### config.mk
export PLATFORM = sky130hd
export DESIGN_NAME = key_debouncer
export DESIGN_NICKNAME = d
export VERILOG_FILES = /design/src/rtl/key_debouncer.sv
export SDC_FILE = /design/constraint.sdc
export NUM_CORES = 1
export LEC_CHECK = 0
export ABC_AREA = 1
export CORE_MARGIN = 3
export CORE_UTILIZATION = 30
export CTS_CLUSTER_DIAMETER = 50
export DETAILED_ROUTE_END_ITERATION = 8
export GPL_TIMING_DRIVEN = 0
export PLACE_DENSITY = 0.45
export SLEW_MARGIN = 20
export SYNTH_ARGS = -nofsm -noshare
export SYNTH_HDL_FRONTEND = slang
export SYNTH_SLANG_ARGS = --single-unit
### constraint.sdc
create_clock -name clk -period 1.3 [get_ports clk]
set_input_delay 0.195 -clock clk [delete_from_list [all_inputs] [get_ports clk]]
set_output_delay 0.195 -clock clk [all_outputs]
set_load 0.1 [all_outputs]
### src/rtl/key_debouncer.sv
// ---------------------------------------------------------------------------
// key_debouncer
//
// Purpose:
//   Conditions one raw, active-low push-button into a clean debounced level
//   plus single-cycle press and release strobes. The raw input is first
//   passed through a two-flop synchronizer. A four-state FSM then requires
//   DEBOUNCE_CYCLES consecutive stable synchronized samples before it
//   accepts a change of level.
//
// Optional feature:
//   KEY_REPEAT_EN - when defined, holding the key emits auto-repeat press
//   strobes. The first repeat comes REPEAT_DELAY cycles after the entry
//   strobe, and later repeats come every REPEAT_PERIOD cycles. When the
//   macro is undefined, HELD never strobes and no repeat logic is built.
//
// Ports:
//   clk           in   system clock (CLOCK_50 domain)
//   reset         in   asynchronous active-low reset
//   key_n         in   raw button, 0 = pressed, asynchronous to clk
//   pressed       out  debounced level, 1 = key held
//   press_pulse   out  one-cycle strobe on an accepted press (and repeats)
//   release_pulse out  one-cycle strobe on an accepted release
// ---------------------------------------------------------------------------
module key_debouncer #(
  parameter int DEBOUNCE_CYCLES = 1000000,
  parameter int REPEAT_DELAY    = 25000000,
  parameter int REPEAT_PERIOD   = 5000000
) (
  input  logic clk,
  input  logic reset,
  input  logic key_n,
  output logic pressed,
  output logic press_pulse,
  output logic release_pulse
);

  // The counter must be able to reach the largest terminal value of any
  // interval it times. It only ever counts up to (limit - 1).
  localparam int MAX_AB  = (DEBOUNCE_CYCLES > REPEAT_DELAY) ? DEBOUNCE_CYCLES : REPEAT_DELAY;
  localparam int MAX_CNT = (MAX_AB > REPEAT_PERIOD) ? MAX_AB : REPEAT_PERIOD;
  localparam int CNT_W   = (MAX_CNT > 2) ? $clog2(MAX_CNT) : 1;

  localparam logic [CNT_W-1:0] DB_LAST = CNT_W'(DEBOUNCE_CYCLES - 1);
`ifdef KEY_REPEAT_EN
  localparam logic [CNT_W-1:0] RPT_DELAY_LAST  = CNT_W'(REPEAT_DELAY - 1);
  localparam logic [CNT_W-1:0] RPT_PERIOD_LAST = CNT_W'(REPEAT_PERIOD - 1);
`endif

  typedef enum logic [1:0] {
    IDLE,
    PRESS_WAIT,
    HELD,
    RELEASE_WAIT
  } state_t;

  state_t           r_state;
  state_t           w_nextState;
  logic [CNT_W-1:0] r_cnt;
  logic [CNT_W-1:0] w_nextCnt;
  logic             r_sync1;
  logic             r_sync2;
  logic             r_pressed;
  logic             w_nextPressed;
  logic             r_pressPulse;
  logic             w_nextPressPulse;
  logic             r_releasePulse;
  logic             w_nextReleasePulse;
`ifdef KEY_REPEAT_EN
  // Distinguishes the initial repeat delay from the steady repeat period.
  logic             r_repeatPhase;
  logic             w_nextRepeatPhase;
`endif

  // Two-flop synchronizer on the asynchronous key input. Both flops reset
  // to the released level so that a key already held low when reset is
  // removed is seen as a fresh press.
  always_ff @(posedge clk or negedge reset) begin
    if (!reset) begin
      r_sync1 <= 1'b1;
      r_sync2 <= 1'b1;
    end else begin
      r_sync1 <= key_n;
      r_sync2 <= r_sync1;
    end
  end

  // State, counter and registered outputs. Asserting reset clears the
  // outputs immediately in any state, and no strobe is emitted on reset exit.
  always_ff @(posedge clk or negedge reset) begin
    if (!reset) begin
      r_state        <= IDLE;
      r_cnt          <= '0;
      r_pressed      <= 1'b0;
      r_pressPulse   <= 1'b0;
      r_releasePulse <= 1'b0;
`ifdef KEY_REPEAT_EN
      r_repeatPhase  <= 1'b0;
`endif
    end else begin
      r_state        <= w_nextState;
      r_cnt          <= w_nextCnt;
      r_pressed      <= w_nextPressed;
      r_pressPulse   <= w_nextPressPulse;
      r_releasePulse <= w_nextReleasePulse;
`ifdef KEY_REPEAT_EN
      r_repeatPhase  <= w_nextRepeatPhase;
`endif
    end
  end

  // Next-state logic. The counter is reloaded on every state transition and
  // never wraps. Strobes default low so that each one lasts exactly one cycle.
  always_comb begin
    w_nextState        = r_state;
    w_nextCnt          = r_cnt;
    w_nextPressed      = r_pressed;
    w_nextPressPulse   = 1'b0;
    w_nextReleasePulse = 1'b0;
`ifdef KEY_REPEAT_EN
    w_nextRepeatPhase  = r_repeatPhase;
`endif

    case (r_state)
      IDLE: begin
        if (!r_sync2) begin
          w_nextState = PRESS_WAIT;
          w_nextCnt   = '0;
        end
      end

      PRESS_WAIT: begin
        if (r_sync2) begin
          // Bounce: give up silently.
          w_nextState = IDLE;
          w_nextCnt   = '0;
        end else if (r_cnt == DB_LAST) begin
          w_nextState      = HELD;
          w_nextCnt        = '0;
          w_nextPressed    = 1'b1;
          w_nextPressPulse = 1'b1;
`ifdef KEY_REPEAT_EN
          w_nextRepeatPhase = 1'b0;
`endif
        end else begin
          w_nextCnt = r_cnt + CNT_W'(1);
        end
      end

      HELD: begin
        if (r_sync2) begin
          w_nextState = RELEASE_WAIT;
          w_nextCnt   = '0;
`ifdef KEY_REPEAT_EN
          w_nextRepeatPhase = 1'b0;
`endif
        end else begin
`ifdef KEY_REPEAT_EN
          // Timing restarts at each repeat strobe. The first interval uses
          // REPEAT_DELAY, and all later intervals use REPEAT_PERIOD.
          if (!r_repeatPhase) begin
            if (r_cnt == RPT_DELAY_LAST) begin
              w_nextPressPulse  = 1'b1;
              w_nextCnt         = '0;
              w_nextRepeatPhase = 1'b1;
            end else begin
              w_nextCnt = r_cnt + CNT_W'(1);
            end
          end else begin
            if (r_cnt == RPT_PERIOD_LAST) begin
              w_nextPressPulse = 1'b1;
              w_nextCnt        = '0;
            end else begin
              w_nextCnt = r_cnt + CNT_W'(1);
            end
          end
`else
          w_nextCnt = r_cnt;
`endif
        end
      end

      RELEASE_WAIT: begin
        if (!r_sync2) begin
          // Bounce during release: the key is still held, with no strobe.
          w_nextState = HELD;
          w_nextCnt   = '0;
`ifdef KEY_REPEAT_EN
          w_nextRepeatPhase = 1'b0;
`endif
        end else if (r_cnt == DB_LAST) begin
          w_nextState        = IDLE;
          w_nextCnt          = '0;
          w_nextPressed      = 1'b0;
          w_nextReleasePulse = 1'b1;
        end else begin
          w_nextCnt = r_cnt + CNT_W'(1);
        end
      end

      default: begin
        w_nextState = IDLE;
        w_nextCnt   = '0;
      end
    endcase
  end

  assign pressed       = r_pressed;
  assign press_pulse   = r_pressPulse;
  assign release_pulse = r_releasePulse;

endmodule

=== Yosys cells after proc, flatten, opt, wreduce, memory -nomap -nowiden ===
Index checks and enable logic that the tools add are counted.

* Register bits: 32
* Bits of input ports: 3
* Output and inout port bits: 3
* Logic and storage cells: 48

* Add/subtract/negate cells: 1
* Equality and inequality tests: 12
* Muxes and demuxes: 23
* Reductions and logical operators: 5

{| class="wikitable"
|+ Operator list
! cell !! count
|-
| two-way mux 25 bit || 5
|-
| one-hot mux 25 bit (4 select lines) || 1
|-
| adder 25 x 1 -> 25 bit, second input constant || 1
|-
| == test 25 x 20 -> 1 bit, second input constant || 1
|-
| two-way mux 2 bit || 6
|-
| inequality test 2 bit, second input constant || 6
|-
| two-way mux 1 bit || 9
|-
| one-hot mux 2 bit (4 select lines) || 1
|-
| inequality test 3 bit, second input constant || 2
|-
| AND reduction 5 bit || 1
|-
| == test 2 bit, second input constant || 2
|-
| AND reduction 4 bit || 1
|-
| == test 2 x 1 -> 1 bit, second input constant || 1
|-
| logical NOT 2 bit || 1
|-
| one-hot mux 1 bit (2 select lines) || 1
|-
| AND reduction 2 bit || 1
|-
| nonzero test 2 bit || 1
|}

=== Logic depth before layout (Yosys ltp) ===
Gate-level depths: netlist of run 1.

* Word-level depth: 4
* Gate-level depth with buffers: 10
* Mapped depth without buffers: 10

=== Worst setup path before layout of run 1 ===
OpenSTA, ideal clock, no wires.

* Path kind: reg2reg
* Start point: register r_cnt[0]
* End point: register r_cnt[17]
* Setup time: 0.117 ns
* Data arrival time: 1.309 ns
* Required time: 1.183 ns
* Path slack: -0.126 ns
* Stages on the path, launching flop included: 10
* Buffers on the path: 1
* Clock period less this slack: 1.426 ns
* Cells stage by stage: dfrtp_1 -> ha_1 -> nand2_2 -> nor2_4 -> nand3_1 -> nor2_2 -> nor2_2 -> buf_6 -> nand3_1 -> nand2_1

* Longest elaborated chain between the ends: 4
* Elaborated cells between the ends (all ways): 6
* Those cells by class: add/sub (1); eq/ne (1); mux (4)

{| class="wikitable"
|+ RTL lines
! item !! line !! RTL
|-
| start: declaration || 59 || <nowiki>logic [CNT_W-1:0] r_cnt;</nowiki>
|-
| start signal: assignment || 102 || <nowiki>r_cnt <= w_nextCnt;</nowiki>
|-
| adder 25 x 1 -> 25 bit or == test 25 x 20 -> 1 bit (tied branches) || n/a ||
|-
| two-way mux 25 bit * || 137, 191 ||
|-
| two-way mux 25 bit, on equally long branches || 184, 133 ||
|-
| one-hot mux 25 bit (4 select lines) * || 124 || <nowiki>case (r_state)</nowiki>
|}

Mark *: on every way between the ends. The rest lies on a longest branch, timed or not.
A chain may end at the register's enable or synchronous reset.

=== Final worst setup path of run 1 ===
* Start point: register r_cnt[0]
* End point: register r_cnt[3]

The elaborated chain is that of the path after synthesis.

==> results.txt, run 1 <==
Outcome - finished, violations left
Failing checks - negative setup slack
# port buffers - 5
Initial antenna violation count - 0
Yosys warning count - 0
Leak pwr - 1.24 nW
Slew of the pin with the lowest slew margin - 0.482 ns
Skew final - 0.00454 ns
Clk buf depth - 2
Final nets - 321
Crit start category - flop
Tcrit/Tclk final - 119%
Power Dens Cells - 1140 nW/um^2
Die extent in x - 87.1 um
Worst Path Arrival - 1.72 ns
Area growth from synthesis to layout - 38.9%
Max Cap Viol - 0
Die Ht - 87.1 um
Max IR drop VDD - 717 uV
Tot Pwr - 3.13 mW
Synth Flop Type - dfrtp_1
Clk_lat worst skew - 0.30 ns
Drt wl/cell - 14.0 um
Post-synthesis net count - 284
Placed Cells - 361
Final number of max-transition violations - 0
IO Count - 6
Die Area - 7580 um^2
Setup slack after layout - -0.241 ns
CP Class - flop to flop
Post-synth EDFFs - 0
Crit. End Element - flop
Num CTS Buffers - 5
Distinct cells, synth - 27
Crit path required time - 1.48 ns
Initial Utilization - 32.1%
DR vias/cell - 4.84
Final Critical Period - 1.54 ns
Sink Count - 32
Total GRT Usage - 16.1%
DRT iter0 DRCs - 93
Cell Rows - 28
Highest clock rate - 649 MHz
Setup violators final - 30
DRT Pass-1 Iters - 4
DP Worst Slack - -0.351 ns
HPWL after DPL - 3830 um
Synthesized instance count - 280
Relative slew slack - 68.1%
Fin Hold WS - 0.299 ns
Via count - 1902
Vias in the first global route - 1949
# diodes - 0
Hold Path Class - primary input to flop
Clk root buf - clkbuf_8
Fraction of registers with async set/reset - 100%
Detail Route Antenna Nets - 0
CP Max Fanout - 5
CTS tree - yes
Gr ovfl total - 0
First-pass GRT wire length - 9520 um
RSZ-0062 raised after global routing - true
Avg Inst Size Synth - 7.04 um^2
Setup TNS - -5.16 ns
Clk slew on worst S/H paths - 0.08 ns
DRC violations left - 0
Post-Synthesis Cell Area - 1970 um^2
Final hold violation count - 0
Share of cells above drive strength 1 - 40.3%
Number of synthesized register bits - 32
Fin cells - 393
# H-tree levels - 2
Core footprint - 6130 um^2
Fillers - 626
Largest net degree at the start of global routing - 20
Sequential area share after synthesis - 40.8%
Routed WL - 5500 um
Routability cong. - 0.887
[worst max-delay path, stage by stage, from the launching register on]
cell and delay [ns]:
dfrtp_1 0.36, ha_2 0.21, nand2_4 0.06, nor2_4 0.14
buf_6 0.13, inv_4 0.03, nor2_4 0.07, nand2_2 0.08
nand2_4 0.12, clkbuf_16 0.16, o22ai_1 0.06
[where the power goes]
group	switching [mW]	total [mW]	internal (mW)
clock	0.432	0.811	0.379
combinational	0.677	1.22	0.544
sequential	0.0435	1.10	1.05
[path summary, 6_finish.rpt]
check | start | endpoint | slack [ns] | cells past startpoint
min in group asynchronous | reset | r_cnt[4] | 0.36 | 2
max in group asynchronous | reset | r_sync1 | 0.44 | 3
max reg2reg | r_cnt[0] | r_cnt[3] | -0.24 | 10
max | r_cnt[0] | r_cnt[3] | -0.24 | 10
min | key_n | r_sync1 | 0.30 | 1
min reg2reg | r_sync1 | r_sync2 | 0.36 | 0
[cell usage in the layout (no fill, tap or decap), types with 3 or more instances in the layout]
| master | count |
|---|---|
| buf_2 | 3 |
| buf_4 | 16 |
| buf_6 | 7 |
| clkbuf_8 | 5 |
| dfrtp_1 | 20 |
| dfrtp_2 | 10 |
| inv_1 | 27 |
| inv_2 | 11 |
| nand2_1 | 89 |
| nand2_2 | 7 |
| nand2_4 | 3 |
| nand3_1 | 13 |
| nand3_2 | 18 |
| nand3_4 | 3 |
| nand4_1 | 9 |
| nor2_1 | 11 |
| nor2_2 | 10 |
| nor2_4 | 8 |
| o21ai_0 | 3 |
| o21ai_1 | 3 |
| o21ai_2 | 6 |
| o22ai_1 | 3 |
| o22ai_2 | 3 |
[per-stage QoR]
step,cell area [um^2],utilization (%)
2_1_floorplan,2010,-
3_3_place_gp,2150,35.1
3_5_place_dp,2180,35.5
4_1_cts,2560,41.7
5_1_grt,2740,44.6
6_report,2740,44.6
[layout make-up]
| cell class | count | area [um^2] | area share, % |
|---|---|---|---|
| multi-input combinational | 204 | 1230 | 44.9 |
| sequential | 32 | 816 | 29.8 |
| timing repair buffer | 30 | 300 | 11.0 |
| inverter | 39 | 149 | 5.44 |
| tap | 75 | 93.8 | 3.43 |
| clock buffer | 5 | 68.8 | 2.51 |
| buffer | 5 | 56.3 | 2.06 |
| clock inverter | 3 | 23.8 | 0.869 |
[cells by family (layout without fill, tap and decap cells)]
| family | Yosys count | after routing | share of synthesized area (%) |
|---|---|---|---|
| flip-flops | 32 | 32 | 40.8 |
| XOR/XNOR | 3 | 3 | 1.33 |
| AO/OA/AOI/OAI | 26 | 26 | 7.68 |
| AND/OR/NAND/NOR | 174 | 174 | 40.2 |
| adder cells (fa/ha/maj) | 1 | 1 | 0.635 |
| buffers and inverters | 44 | 82 | 9.40 |
[Yosys cell counts (3+ instances only)]
master | count | area [um^2]
nand3_1 | 28 | 140
dfrtp_1 | 30 | 751
nand2_1 | 96 | 360
nor2_1 | 22 | 82.6
nor3_1 | 3 | 15.0
o21bai_1 | 3 | 22.5
o21ai_0 | 12 | 60.1
inv_1 | 37 | 139
a21oi_1 | 3 | 15.0
nand4_1 | 9 | 56.3
nand3_2 | 6 | 60.1
nor2_2 | 5 | 31.3
o22ai_1 | 6 | 37.5
[flip-flops by register name, summed over array words and instances (netlist names), named ones only]
signal,flops
r_cnt,25
r_sync2,1
r_state,1
r_sync1,1
press_pulse,1
pressed,1
release_pulse,1
[per-layer routing]
metal | vias up | global-route usage, % | share of wire (%)
li1 | 972 | - | -
met1 | 895 | 21.8 | 50
met2 | 28 | 25.9 | 45
met3 | 7 | 3.50 | 3.9
met4 | 0 | 4.53 | 1.2
met5 | - | 0 | 0
[repair_timing]
action                                  in CTS  in global routing
buffers inserted                            16                  5
endpoints found under the setup margin      33                 31
endpoints found under the hold margin       13                  0
gates resized for setup                     58                 47
hold buffers                                 1                  0
pin swaps                                   11                 14
gates cloned                                 1                  1
(Power assumes the default switching activity.)
==> run 2: changes to the inputs <==
--- a/config.mk
+++ b/config.mk
@@ -8,7 +8,7 @@
 export ABC_AREA = 1
 export CORE_MARGIN = 3
 export CORE_UTILIZATION = 30
-export CTS_CLUSTER_DIAMETER = 50
+export CTS_CLUSTER_DIAMETER = 150
 export DETAILED_ROUTE_END_ITERATION = 8
 export GPL_TIMING_DRIVEN = 0
 export PLACE_DENSITY = 0.45
==> results of run 2 <==
Final layout, timing and power as in run 1 (identical DEF).
